[src/rtl/memory_game_pkg.sv]
// Shared constants for the memory-game switch front end: switch count,
// release-ID width and the game-reset chord indices.
package memory_game_pkg;

  localparam int unsigned NUM_SW  = 4;
  localparam int unsigned ID_W    = 2;
  localparam int unsigned CHORD_A = 0;
  localparam int unsigned CHORD_B = 1;

  typedef logic [NUM_SW-1:0] sw_vec_t;

  localparam sw_vec_t CHORD_MASK = (sw_vec_t'(1) << CHORD_A) | (sw_vec_t'(1) << CHORD_B);

  // Index of the lowest set bit; 0 when the vector is empty.
  function automatic logic [ID_W-1:0] lowest_set(input sw_vec_t v);
    logic [ID_W-1:0] idx;
    idx = '0;
    for (int unsigned i = NUM_SW; i > 0; i--) begin
      if (v[i-1]) idx = ID_W'(i - 1);
    end
    return idx;
  endfunction

endpackage

[src/rtl/debounce_filter.sv]
// One switch channel: 2-flop synchroniser followed by a stability counter
// that accepts a level change after DEBOUNCE_LIMIT consecutive differing clocks.
module debounce_filter #(
  parameter int unsigned DEBOUNCE_LIMIT = 250000
) (
  input  logic i_clk,
  input  logic i_rst_n,
  input  logic i_raw,
  output logic o_level
);

  localparam int unsigned CNT_W = (DEBOUNCE_LIMIT > 1) ? $clog2(DEBOUNCE_LIMIT) : 1;
  localparam logic [CNT_W-1:0] CNT_MAX = CNT_W'(DEBOUNCE_LIMIT - 1);

  logic             sync1_q, sync2_q;
  logic             level_q, level_d;
  logic [CNT_W-1:0] cnt_q, cnt_d;

  always_comb begin
    level_d = level_q;
    cnt_d   = '0;
    if (sync2_q != level_q) begin
      if (cnt_q == CNT_MAX) begin
        level_d = sync2_q;
      end else begin
        cnt_d = cnt_q + 1'b1;
      end
    end
  end

  always_ff @(posedge i_clk or negedge i_rst_n) begin
    if (!i_rst_n) begin
      sync1_q <= 1'b0;
      sync2_q <= 1'b0;
      level_q <= 1'b0;
      cnt_q   <= '0;
    end else begin
      sync1_q <= i_raw;
      sync2_q <= sync1_q;
      level_q <= level_d;
      cnt_q   <= cnt_d;
    end
  end

  assign o_level = level_q;

endmodule

[src/rtl/debounce_event_encoder.sv]
// Debounces four push buttons and encodes debounced releases as one-cycle
// ID events; the 0+1 chord suppresses events. LONG_PRESS_EN adds hold flags.
module debounce_event_encoder
  import memory_game_pkg::*;
#(
  parameter int unsigned DEBOUNCE_LIMIT   = 250000,
  parameter int unsigned LONG_PRESS_LIMIT = 25000000
) (
  input  logic       i_clk,
  input  logic       i_rst_n,
  input  logic [3:0] i_switch,
  output logic [3:0] o_switch,
  output logic       o_release_dv,
  output logic [1:0] o_release_id,
  output logic       o_combo
`ifdef LONG_PRESS_EN
  ,
  output logic [3:0] o_long_press
`endif
);

  sw_vec_t         level;
  sw_vec_t         prev_q;
  sw_vec_t         pend_q, pend_d;
  sw_vec_t         mask_q, mask_d;
  sw_vec_t         fall, avail;
  logic            dv_q, dv_d;
  logic [ID_W-1:0] id_q, id_d;

  for (genvar g = 0; g < NUM_SW; g++) begin : g_ch
    debounce_filter #(.DEBOUNCE_LIMIT(DEBOUNCE_LIMIT)) u_filter (
      .i_clk   (i_clk),
      .i_rst_n (i_rst_n),
      .i_raw   (i_switch[g]),
      .o_level (level[g])
    );
  end

  assign o_switch = level;
  assign o_combo  = level[CHORD_A] & level[CHORD_B];
  assign fall     = prev_q & ~level;

  // mask_q remembers that the chord was held, so the falls ending it are swallowed.
  always_comb begin
    dv_d   = 1'b0;
    id_d   = '0;
    avail  = '0;
    pend_d = pend_q;
    mask_d = mask_q & ~fall;
    if (o_combo) begin
      mask_d = CHORD_MASK;
      pend_d = '0;
    end else begin
      avail = pend_q | (fall & ~mask_q);
      if (avail != '0) begin
        dv_d = 1'b1;
        id_d = lowest_set(avail);
      end
      pend_d = avail & ~(sw_vec_t'(dv_d) << id_d);
    end
  end

  always_ff @(posedge i_clk or negedge i_rst_n) begin
    if (!i_rst_n) begin
      prev_q <= '0;
      pend_q <= '0;
      mask_q <= '0;
      dv_q   <= 1'b0;
      id_q   <= '0;
    end else begin
      prev_q <= level;
      pend_q <= pend_d;
      mask_q <= mask_d;
      dv_q   <= dv_d;
      id_q   <= id_d;
    end
  end

  assign o_release_dv = dv_q;
  assign o_release_id = id_q;

`ifdef LONG_PRESS_EN
  localparam int unsigned LP_W = (LONG_PRESS_LIMIT > 1) ? $clog2(LONG_PRESS_LIMIT) : 1;
  localparam logic [LP_W-1:0] LP_MAX = LP_W'(LONG_PRESS_LIMIT - 1);

  logic [LP_W-1:0] hold_q [NUM_SW];
  logic [LP_W-1:0] hold_d [NUM_SW];

  always_comb begin
    for (int unsigned i = 0; i < NUM_SW; i++) begin
      hold_d[i] = '0;
      if (level[i]) hold_d[i] = (hold_q[i] == LP_MAX) ? hold_q[i] : hold_q[i] + 1'b1;
      o_long_press[i] = (hold_q[i] == LP_MAX);
    end
  end

  always_ff @(posedge i_clk or negedge i_rst_n) begin
    if (!i_rst_n) begin
      for (int unsigned i = 0; i < NUM_SW; i++) hold_q[i] <= '0;
    end else begin
      for (int unsigned i = 0; i < NUM_SW; i++) hold_q[i] <= hold_d[i];
    end
  end
`else
  localparam int unsigned LP_LIMIT_UNUSED = LONG_PRESS_LIMIT;
`endif

endmodule

[config.mk]
export PLATFORM = sky130hd
export DESIGN_NAME = debounce_event_encoder
export DESIGN_NICKNAME = d
export VERILOG_FILES = /design/src/rtl/memory_game_pkg.sv /design/src/rtl/debounce_filter.sv /design/src/rtl/debounce_event_encoder.sv
export SDC_FILE = /design/constraint.sdc
export NUM_CORES = 1
export LEC_CHECK = 0
export ABC_CLOCK_PERIOD_IN_PS = 1800
export BUFFER_PORTS_ARGS = -buffer_cell sky130_fd_sc_hd__buf_2
export CAP_MARGIN = 20
export CORE_MARGIN = 2
export CORE_UTILIZATION = 56
export DETAILED_ROUTE_END_ITERATION = 8
export GPL_ROUTABILITY_DRIVEN = 0
export GPL_TIMING_DRIVEN = 0
export PLACE_DENSITY = 0.77
export SLEW_MARGIN = 0
export SYNTH_ARGS = -nofsm -noshare
export SYNTH_HDL_FRONTEND = slang
export SYNTH_HIERARCHICAL = 1
export SYNTH_SLANG_ARGS = --single-unit
[constraint.sdc]
create_clock -name i_clk -period 1.8 [get_ports i_clk]
set_input_delay 0.45 -clock i_clk [delete_from_list [all_inputs] [get_ports i_clk]]
set_output_delay 0.45 -clock i_clk [all_outputs]
set_load 0.05 [all_outputs]
## Word level (Yosys, flattened, before mapping)

Cells that the tools add are included.

- Flip-flop bits (word level): 99
- Bits of input ports: 6
- Output and inout port bits: 8
- Logic and storage cells: 69

- $add $sub $neg: 4
- Equal/unequal tests: 8
- Shift-type cells: 1
- Muxes and demuxes: 20
- Bitwise operators: 10
- Reduce and logical (&&, ||, !) cells: 5

Operators by type and width:

| operator | count |
|---|---|
| $mux 18 | 8 |
| $add 18x1->18 const B | 4 |
| $eq 18x18->1 const B | 4 |
| $and 4x4->4 | 4 |
| $not 4->4 | 4 |
| $mux 2 | 7 |
| $mux 4 | 2 |
| $reduce_and 2->1 | 4 |
| $ne 1x1->1 | 4 |
| $or 4x4->4 | 1 |
| $reduce_bool 4->1 | 1 |
| $shl 1x2->4 | 1 |
| $mux 1 | 3 |
| $and 1x1->1 | 1 |

## Logic depth before layout (Yosys ltp)

Gate-level depths: netlist of the first run.

- Depth after elaboration: 14
- Mapped depth: 5
- Depth with buffers taken out: 5

## By module

Netlist of the first run, hierarchy kept.

Modules (own cells, without submodules):

| module | times used | cells an instance | area each (µm²) | seq. area each (µm²) |
|---|---|---|---|---|
| debounce_filter | 4 | 99 | 1029.7 | 525.5 |
| debounce_event_encoder | 1 | 47 | 580.6 | 375.4 |

## Worst setup path before layout of the first run

Ideal clock, no wire load.

- Path type: register to register
- Start point: register g_ch[0].u_filter.cnt_q[0]
- End point: register g_ch[0].u_filter.cnt_q[16]
- Setup time: 0.119 ns
- Arrival: 1.693 ns
- Data required time: 1.681 ns
- Slack: -0.012 ns
- Cell stages (with the launch flop): 6
- Path buffers: 1
- Period minus slack after synthesis: 1.812 ns
- Cell sequence: dfrtp_1 -> ha_1 -> nand4_1 -> o41ai_4 -> buf_6 -> nor2_1

- Longest elaborated chain between the ends: 3
- Elaborated cells on any way between the ends: 4
- Those cells by class: add/sub (1); eq/ne (1); mux (2)

Ends and longest elaborated chain:

| item | RTL line | source |
|---|---|---|
| start, declared | debounce_filter.sv:17 | `logic [CNT_W-1:0] cnt_q, cnt_d;` |
| start signal, assigned | debounce_filter.sv:41 | `cnt_q <= cnt_d;` |
| $add 18x1->18 / $eq 18x18->1 (equally long branches) | debounce_filter.sv:26, debounce_filter.sv:23 |  |
| $mux 18 (*) | debounce_filter.sv:23 | `if (cnt_q == CNT_MAX) begin` |
| $mux 18 (*) | debounce_filter.sv:22 | `if (sync2_q != level_q) begin` |
| net g_ch[0].u_filter.cnt_d[16] | debounce_filter.sv:17 |  |

The timed path passes the listed nets; every way through them passes the cells marked *.
A chain may end at the register's enable or synchronous reset.

## Worst setup path in the final report of the first run

- Start point: register g_ch[0].u_filter.cnt_q[4]
- End point: register g_ch[0].u_filter.cnt_q[4]

Same word-level chain as after synthesis.

==> qor.txt, run 1 <==
Main flop type after synthesis -> dfrtp_1
Detailed Route Iter0 Violations -> 99
Die height -> 95.6 µm
Worst r2r src -> g_ch[0].u_filter/cnt_q[4]
Starting density of the core -> 0.575
Register area -> 2500 µm²
Max stage delay cell, worst path -> dfrtp_2
Synth cell types -> 34
R2R depth -> 6
Main combinational cell family by area after synthesis -> simple AND/OR/NAND/NOR gates
Vias in the first global route -> 3289
Synth area leader -> dfrtp_1
Row cnt -> 33
Register area share after synthesis -> 0.527
Area of the multi-input gates -> 2340 µm²
Total die area -> 9140 µm²
Total routed wirelength -> 9600 µm
Crit path arrival time -> 2.08 ns
Num CTS Buffers -> 9
Clk slew on worst S/H paths -> 0.10 ns
Total track usage -> 0.211
Clock skew -> 0.0121 ns
I/O Pins -> 14
HPWL after DPL -> 5630 µm
Avg Vias per Cell -> 5.60
Synth Net Count -> 453
DP Area -> 4930 µm²
Fin area -> 5770 µm²
Fin crit share -> 1.01
Hold Crit Class -> input port to async pin
Final Hold Violating Endpoints -> 0
Clk root buf -> clkbuf_8
DRC viols -> 0
Routed WL per cell -> 15.4 µm
Skew-Pair Late Insertion Delay -> 0.37 ns
Final max-slew violation count -> 0
Mux contribution to synthesized area -> 0.00958
CTS Sinks -> 99
RSZ-0062 raised after global routing -> true
Synth top area cells -> dfrtp_1, xnor2_1, nor2_1
Proportion of layout cells with a drive suffix above 1 -> 0.333
Global-route wire length before repair -> 15100 µm
Post-Synth Simple-Gate Area -> 0.259
Max Cap Viol -> 0
Worst VDD drop -> 0.499 mV
CP max FO -> 6
Vias -> 3494
Max clock buf depth -> 2
H-tree Lvls -> 3
Final nets -> 524
CP Capture Type -> register
FILL cells -> 552
Critical Path Start Type -> register
Synth Area in Adders -> 0.0106
Crit path largest cell delay -> 0.49 ns
Status -> finished with violations
CP Class -> register to register
Internal reg-to-reg setup slack -> -0.02 ns
Worst Max-Slew Pin Slew -> 0.506 ns
Antenna violations before repair -> 0
Static Leak -> 2.37 nW
Ys Warns -> 6
Total gr overflow -> 0
# setup viols final -> 11
Post-synth EDFFs -> 0
Drt first pass iters -> 5
Yosys top cell area share -> 0.527
ANT cells -> 0
Pre-CTS setup slack -> -0.408 ns
CTS tree -> done
Synth Instances -> 443
Area Overhead vs Synth -> 22.8%
Fmax -> 550 MHz
Tot Pwr -> 3.99 mW
Core ar. -> 8180 µm²
Largest net degree at the start of global routing -> 63
R2R Path End -> g_ch[0].u_filter/cnt_q[4]
DIE WIDTH -> 95.6 µm
Crit path time final -> 1.82 ns
Setup WS post-layout -> -0.0183 ns
Antenna viol nets, final -> 0
Port-buffer cells -> 13
Cell area after synthesis -> 4700 µm²
Synth Area in Compound Gates -> 0.0575
Buf/Inv on CP -> 2
CP Cell Sequence -> nor4_4 > nand2b_1 > o41ai_4 > buf_4 > buf_6 > nor2_1
Synth Area in XOR/XNOR -> 0.112
Share of flip-flops with an asynchronous set or reset -> 1.00
CP delay by family, top -> simple AND/OR/NAND/NOR gates
Worst EP required -> 2.06 ns
Power Dens Cells -> 691 nW/µm²
Failing checks -> setup timing
Mean Syn Cell Area -> 10.6 µm²
Slew margin rel. -> 0.663
Yosys reg bits -> 99
-- cell usage after synthesis (5+ instances only) --
master    number
nand2_1       26
dfrtp_1       99
nand4_1       20
nor4_1        29
a21oi_1        6
inv_1         13
nor3_1        10
nand3_1       24
nand2b_1       5
o21ai_0       13
nor2_1        76
xor2_1        20
xnor2_1       40
-- layout by cell type, fill, tap and decap left out, types with 3 or more instances in the layout --
| cell type | instances |
|---|---|
| nor2_4 | 5 |
| o41ai_4 | 4 |
| and3_2 | 4 |
| mux2_2 | 4 |
| nand4_4 | 3 |
| clkbuf_8 | 9 |
| and4_1 | 4 |
| inv_6 | 3 |
| dfrtp_1 | 78 |
| nor2_1 | 54 |
| a21oi_2 | 7 |
| or4_4 | 6 |
| nor4_1 | 21 |
| nor3_1 | 10 |
| nand2b_1 | 5 |
| buf_6 | 11 |
| dfrtp_2 | 21 |
| nand2_1 | 26 |
| nand4_1 | 20 |
| a21oi_1 | 3 |
| nor4_2 | 8 |
| or3_1 | 4 |
| nor2_2 | 17 |
| o21ai_0 | 13 |
| nand3_1 | 24 |
| xnor2_1 | 40 |
| xor2_1 | 20 |
| buf_2 | 11 |
| buf_4 | 42 |
| nand3_4 | 4 |
| clkbuf_1 | 3 |
| nor3b_1 | 3 |
| inv_1 | 12 |
-- area by class of cell --
cell class | count | area share
plain buffers | 7 | 0.00976
clock buffers | 9 | 0.0215
clock inverters | 7 | 0.0150
inverters | 13 | 0.00846
multi-input cells | 323 | 0.406
flip-flops and latches | 99 | 0.434
well taps | 105 | 0.0228
repair buffers | 61 | 0.0826
-- where the power goes --
group          total (mW)  switching, mW  internal (mW)
Combinational       0.199          0.120         0.0799
Sequential           2.29         0.0352           2.26
Clock                1.50          0.820          0.677
Total                3.99          0.975           3.01
-- routing by layer --
metal / wire, µm / share of wire / GRT usage / vias up
li1: - / - / - / 1705
met1: 4320 / 0.45 / 0.277 / 1739
met2: 4910 / 0.51 / 0.337 / 42
met3: 271 / 0.028 / 0.0593 / 8
met4: 94 / 0.0098 / 0.0726 / 0
met5: 0 / 0 / 0 / -
-- timing repair --
| item | CTS | global route |
|---|---|---|
| resized for setup | 17 | 65 |
| cloned | 1 | 0 |
| endpoints found under the setup margin | 77 | 73 |
| endpoints found under the hold margin | 0 | 0 |
| hold buffers | 0 | 0 |
| buffers inserted | 24 | 22 |
| pin swaps | 20 | 23 |
-- cells by family (layout without fill, tap and decap cells) --
group	after synthesis	in the layout
AO/OA/AOI/OAI	29	29
XOR/XNOR	60	60
adder cells (fa/ha/maj)	4	4
buffers and inverters	21	97
flip-flops	99	99
multiplexers	4	4
other	1	1
AND/OR/NAND/NOR	225	225
-- state kept, by name (all words and copies together), names as in the netlist --
signal                 flops
g_ch.u_filter/sync2_q      4
g_ch.u_filter/o_level      4
g_ch.u_filter/sync1_q      4
g_ch.u_filter/cnt_q       72
o_release_dv               1
prev_q                     4
mask_q                     4
pend_q                     4
o_release_id               2
-- worst max path at each step --
| stage | startpoint | cells past startpoint | endpoint |
|---|---|---|---|
| after floorplan | g_ch[0].u_filter/cnt_q[0] | 5 | g_ch[0].u_filter/cnt_q[16] |
| after global placement | i_rst_n | 1 | g_ch[0].u_filter/cnt_q[2] |
| after detailed placement | g_ch[0].u_filter/cnt_q[0] | 5 | g_ch[0].u_filter/cnt_q[10] |
| after CTS | g_ch[0].u_filter/cnt_q[11] | 4 | g_ch[0].u_filter/cnt_q[6] |
| after global routing | g_ch[0].u_filter/cnt_q[4] | 6 | g_ch[0].u_filter/cnt_q[8] |
| final | g_ch[0].u_filter/cnt_q[4] | 6 | g_ch[0].u_filter/cnt_q[4] |
-- through the flow --
step,TNS (ns),utilization,hold slack [ns],cells
2_1_floorplan,0,-,0.154,443
3_3_place_gp,-85.22,0.599,0.334,561
3_5_place_dp,-19.36,0.603,0.335,562
4_1_cts,-0.779,0.656,0.0535,603
5_1_grt,-3.03,0.706,0.0788,624
6_report,-0.0874,0.706,0.0492,624
Power figures use the tool's default switching activity.
==> run 2, diff against run 1 <==
--- a/config.mk
+++ b/config.mk
@@ -6,15 +6,14 @@
 export NUM_CORES = 1
 export LEC_CHECK = 0
 export ABC_CLOCK_PERIOD_IN_PS = 1800
-export BUFFER_PORTS_ARGS = -buffer_cell sky130_fd_sc_hd__buf_2
 export CAP_MARGIN = 20
 export CORE_MARGIN = 2
-export CORE_UTILIZATION = 56
+export CORE_UTILIZATION = 57
 export DETAILED_ROUTE_END_ITERATION = 8
+export DONT_BUFFER_PORTS = 1
 export GPL_ROUTABILITY_DRIVEN = 0
 export GPL_TIMING_DRIVEN = 0
-export PLACE_DENSITY = 0.77
-export SLEW_MARGIN = 0
+export PLACE_DENSITY = 0.76
 export SYNTH_ARGS = -nofsm -noshare
 export SYNTH_HDL_FRONTEND = slang
 export SYNTH_HIERARCHICAL = 1
==> constraint.sdc (replaced) <==
create_clock -name i_clk -period 1.8 [get_ports i_clk]
set_input_delay 0.45 -clock i_clk [delete_from_list [all_inputs] [get_ports i_clk]]
set_output_delay 0.45 -clock i_clk [all_outputs]
set_load 0.005 [all_outputs]
==> qor.txt, run 2 (synthesis gave the netlist of run 1 again) <==
Status -> finished with violations
Failing checks -> hold timing
Met2 Use GR -> 0.359
Buf/Inv on CP -> 1
Comb power frac -> 0.033
Area of the multi-input gates -> 2260 µm²
HPWL after DPL -> 5460 µm
Port-buffer cells -> 0
Critical Path Start Type -> register
Switch share -> 0.206
Starting density of the core -> 0.581
Most common cell after layout, fill and taps aside -> dfrtp_1
Crit path arrival time -> 2.03 ns
M1 GR Usage -> 0.292
CP Cell Sequence -> or4_4 > o41ai_4 > buf_4 > nor2_1
DP Area -> 4830 µm²
CP Capture Type -> register
Static Leak -> 2.28 nW
Crit path largest cell delay -> 0.54 ns
Fin area -> 5530 µm²
Internal reg-to-reg setup slack -> 0.02 ns
FILL cells -> 586
Setup WS post-layout -> 0.0173 ns
Max reg flops -> 72
H-tree Lvls -> 3
I/O Pins -> 14
Core ar. -> 8090 µm²
CP max FO -> 5
Total gr overflow -> 0
Worst r2r src -> g_ch[2].u_filter/cnt_q[10]
Critical Path Source -> g_ch[2].u_filter/cnt_q[10]
Cells after DPL -> 548
Clock skew -> 0.00545 ns
Worst VDD drop -> 0.450 mV
Internal power -> 3.14 mW
Fin crit share -> 0.990
CTS tree -> done
Area Overhead vs Synth -> 17.6%
Fmax -> 561 MHz
Register area -> 2500 µm²
Crit path time final -> 1.78 ns
Most used routing layer -> met2
NetSw -> 0.814 mW
Clk slew on worst S/H paths -> 0.09 ns
Max Cap Viol -> 0
Antenna violations before repair -> 0
Num CTS Buffers -> 9
Pre-CTS setup slack -> -0.364 ns
Final max-slew violation count -> 0
Avg Vias per Cell -> 5.76
Detailed Route Iter0 Violations -> 149
R2R Path End -> g_ch[2].u_filter/cnt_q[11]
Total track usage -> 0.218
Met3 GRT Util -> 0.0583
Skew-Pair Late Insertion Delay -> 0.35 ns
Clock share of power -> 0.387
Total routed wirelength -> 9220 µm
Top reg by flops -> g_ch.u_filter/cnt_q
Max stage delay cell, worst path -> or4_4
Clk root buf -> clkbuf_8
Most frequent cells in the layout -> dfrtp_1, nor2_1, xnor2_1, buf_4, nand2_1
Total die area -> 8990 µm²
Vias in the first global route -> 3427
Die height -> 94.8 µm
Routed WL per cell -> 15.3 µm
Final hold slack -> -0.216 ns
Drt first pass iters -> 4
Tot Pwr -> 3.95 mW
R2R depth -> 4
ANT cells -> 0
CP delay by family, top -> simple AND/OR/NAND/NOR gates
Final nets -> 502
Global-route wire length before repair -> 15500 µm
Antenna viol nets, final -> 0
# setup viols final -> 0
Non-filler cells in the finished layout -> 601
Hold Crit Class -> input port to async pin
CP Class -> register to register
Proportion of layout cells with a drive suffix above 1 -> 0.254
DRC viols -> 0
Row cnt -> 33
Max clock buf depth -> 2
Final Hold Violating Endpoints -> 99
DIE WIDTH -> 94.8 µm
Power Dens Cells -> 715 nW/µm²
RSZ-0062 raised after global routing -> true
Worst EP required -> 2.04 ns
Sequential Power Share -> 0.580
Largest net degree at the start of global routing -> 100
CTS Sinks -> 99
Vias -> 3464
## run 2: changes by cell type in the layout (fill, tap and decap cells not counted), sizes merged
cell	previous run	this run
clkbuf	12	15
buf	65	42
clkinv	0	1
clkinvlp	1	0
bufinv	1	2
inv	18	14
## run 2: worst max-delay path by stage
stage	endpoint	slack [ns]	cells past startpoint
after floorplan	g_ch[0].u_filter/cnt_q[16]	0.007	5
after global placement	g_ch[2].u_filter/cnt_q[16]	-0.35	5
after detailed placement	g_ch[3].u_filter/cnt_q[10]	-0.36	5
after CTS	g_ch[2].u_filter/cnt_q[4]	-0.02	4
after global routing	g_ch[2].u_filter/cnt_q[2]	-0.05	4
final	g_ch[2].u_filter/cnt_q[11]	0.02	4
## run 2: final cells by class
cell class / count / share of cell area
Sequential cell: 99 / 0.453
Multi-Input combinational cell: 323 / 0.408
Timing Repair Buffer: 38 / 0.0566
Clock buffer: 11 / 0.0256
Tap cell: 105 / 0.0238
Clock inverter: 4 / 0.0134
Buffer: 8 / 0.0109
Inverter: 13 / 0.00883
## run 2: through the flow
| stage | utilization | TNS, ns |
|---|---|---|
| 3_5_place_dp | 0.597 | -20.11 |
| 2_1_floorplan | - | 0 |
| 4_1_cts | 0.654 | -0.0845 |
| 5_1_grt | 0.683 | -1.16 |
| 3_3_place_gp | 0.597 | -17.35 |
| 6_report | 0.683 | 0 |
## run 2: worst register-to-register path, cell delays in order, from the launching register on
cell	delay, ns
dfrtp_1	0.42
or4_4	0.54
o41ai_4	0.43
buf_4	0.24
nor2_1	0.05
## run 2: what timing repair did
item / 4_1_cts / 5_1_grt
gates resized for setup: 12 / 40
pin swaps: 13 / 10
endpoints found under the setup margin: 76 / 75
gates cloned: 2 / 0
endpoints found under the hold margin: 99 / 99
buffers inserted: 26 / 10
## run 2: power groups by stage
stage               Sequential (mW)  Combinational [mW]  Clock [mW]
finish                         2.29               0.130        1.53
global route                   2.30               0.145        1.67
CTS                            2.29               0.116        1.58
detailed placement             2.33              0.0948           0
global placement               2.33              0.0928           0
floorplan                      2.33              0.0782           0
## run 2: metal layers
metal,up-vias,share of wire
li1,1671,-
met1,1715,0.46
met2,68,0.49
met3,10,0.040
met4,0,0.010
met5,-,0
==> run 3, diff against run 2 <==
--- a/config.mk
+++ b/config.mk
@@ -5,15 +5,15 @@
 export SDC_FILE = /design/constraint.sdc
 export NUM_CORES = 1
 export LEC_CHECK = 0
-export ABC_CLOCK_PERIOD_IN_PS = 1800
+export ABC_CLOCK_PERIOD_IN_PS = 1850
 export CAP_MARGIN = 20
 export CORE_MARGIN = 2
-export CORE_UTILIZATION = 57
+export CORE_UTILIZATION = 63
 export DETAILED_ROUTE_END_ITERATION = 8
 export DONT_BUFFER_PORTS = 1
 export GPL_ROUTABILITY_DRIVEN = 0
 export GPL_TIMING_DRIVEN = 0
-export PLACE_DENSITY = 0.76
+export PLACE_DENSITY = 0.8
 export SYNTH_ARGS = -nofsm -noshare
 export SYNTH_HDL_FRONTEND = slang
 export SYNTH_HIERARCHICAL = 1
==> constraint.sdc (replaced) <==
create_clock -name i_clk -period 1.85 [get_ports i_clk]
set_input_delay 0.4625 -clock i_clk [delete_from_list [all_inputs] [get_ports i_clk]]
set_output_delay 0.4625 -clock i_clk [all_outputs]
set_load 0.005 [all_outputs]
==> qor.txt, run 3 (synthesis gave the netlist of run 1 again) <==
Status -> finished with violations
Failing checks -> hold timing
CTS Sinks -> 99
Power Dens Cells -> 693 nW/µm²
Row cnt -> 31
Vias in the first global route -> 3318
Num CTS Buffers -> 9
Drt first pass iters -> 4
Proportion of layout cells with a drive suffix above 1 -> 0.226
Worst r2r src -> g_ch[2].u_filter/cnt_q[11]
Critical Path Source -> g_ch[2].u_filter/cnt_q[11]
Total routed wirelength -> 9110 µm
Worst VDD drop -> 0.402 mV
Tot Pwr -> 3.72 mW
Fmax -> 543 MHz
Top reg by flops -> g_ch.u_filter/cnt_q
Port-buffer cells -> 0
Fin util -> 0.740
Max clock buf depth -> 2
Antenna viol nets, final -> 0
Static Leak -> 2.22 nW
CTS tree -> done
Starting density of the core -> 0.648
Area Overhead vs Synth -> 14.2%
Most common cell after layout, fill and taps aside -> dfrtp_1
CP Cell Sequence -> or4_4 > o41ai_4 > buf_4 > nor2_1
Critical Path Start Type -> register
Skew-Pair Late Insertion Delay -> 0.36 ns
Total track usage -> 0.227
Clk slew on worst S/H paths -> 0.09 ns
Most frequent cells in the layout -> dfrtp_1, nor2_1, xnor2_1, buf_4, nand2_1
Met3 GRT Util -> 0.0659
CP Class -> register to register
Clk root buf -> clkbuf_8
DRC viols -> 0
# setup viols final -> 0
Final max-slew violation count -> 0
Largest net degree at the start of global routing -> 100
Global-route wire length before repair -> 15100 µm
Vias -> 3470
DIE WIDTH -> 90.4 µm
Max stage delay cell, worst path -> or4_4
CP Capture Type -> register
Hold Crit Class -> input port to async pin
M1 GR Usage -> 0.298
I/O Pins -> 14
Max reg flops -> 72
Crit path time final -> 1.84 ns
Avg Vias per Cell -> 5.87
Buf/Inv on CP -> 1
R2R Path End -> g_ch[2].u_filter/cnt_q[4]
H-tree Lvls -> 3
Worst EP required -> 2.10 ns
Final hold slack -> -0.211 ns
Routed WL per cell -> 15.4 µm
Internal reg-to-reg setup slack -> 0.009 ns
R2R depth -> 4
Most used routing layer -> met2
Clock skew -> 0.0108 ns
Detailed Route Iter0 Violations -> 133
Max Cap Viol -> 0
Total die area -> 8170 µm²
Final Hold Violating Endpoints -> 99
Antenna violations before repair -> 0
Crit path largest cell delay -> 0.57 ns
Final nets -> 497
HPWL after DPL -> 5560 µm
CP delay by family, top -> simple AND/OR/NAND/NOR gates
RSZ-0062 raised after global routing -> true
Total gr overflow -> 0
Met2 Use GR -> 0.372
Core ar. -> 7250 µm²
Fin crit share -> 0.995
Die height -> 90.4 µm
Crit path arrival time -> 2.09 ns
CP max FO -> 5
ANT cells -> 0
[run 3: changes by cell type in the layout (fill, tap and decap cells not counted), sizes merged]
cell,change
buf,-5
bufinv,-1
clkbuf,-1
clkinv,+2
clkinvlp,+1
[run 3: stage by stage]
step | setup TNS, ns | std cells | worst slack (ns) | hold slack [ns] | area, µm²
finish | 0 | 591 | 0.00872 | -0.211 | 5370
global route | -0.352 | 591 | -0.0408 | -0.254 | 5370
CTS | 0 | 579 | 0.00534 | -0.232 | 5180
detailed placement | -15.54 | 542 | -0.311 | 0.170 | 4820
global placement | -13.04 | 542 | -0.282 | 0.169 | 4820
floorplan | 0 | 443 | 0.0382 | 0.167 | 4700
[run 3: worst max-delay path by stage]
| stage | endpoint | slack, ns | cells after the start |
|---|---|---|---|
| 2_1_floorplan | g_ch[0].u_filter/cnt_q[16] | 0.04 | 5 |
| 3_3_place_gp | g_ch[2].u_filter/cnt_q[12] | -0.28 | 5 |
| 3_5_place_dp | g_ch[0].u_filter/cnt_q[11] | -0.31 | 5 |
| 4_1_cts | g_ch[0].u_filter/cnt_q[2] | 0.005 | 4 |
| 5_1_grt | g_ch[2].u_filter/cnt_q[17] | -0.04 | 4 |
| 6_report | g_ch[2].u_filter/cnt_q[4] | 0.009 | 4 |
[run 3: area by class of cell]
class | count | area (µm²)
buffer | 8 | 60.1
clock buffer | 10 | 128
clock inverter | 6 | 65.1
fill | 493 | 1880
inverter | 13 | 48.8
multi-input combinational | 323 | 2200
sequential | 99 | 2500
tap | 99 | 124
timing repair buffer | 33 | 248
[run 3: metal layers]
layer	vias up	part of all wire
met5	-	0
met4	0	0.0068
met3	10	0.039
met2	61	0.51
met1	1742	0.45
li1	1657	-
[run 3: repair_timing]
item	CTS	global route
endpoints found under the hold margin	99	99
pin swaps	4	10
resized for setup	1	31
gates cloned	0	0
setup endpoints to repair	76	63
setup buffers	21	12
[run 3: report_power, final]
part	internal (mW)	switching (mW)
Clock	0.629	0.738
Combinational	0.0597	0.0623
Sequential	2.19	0.0356
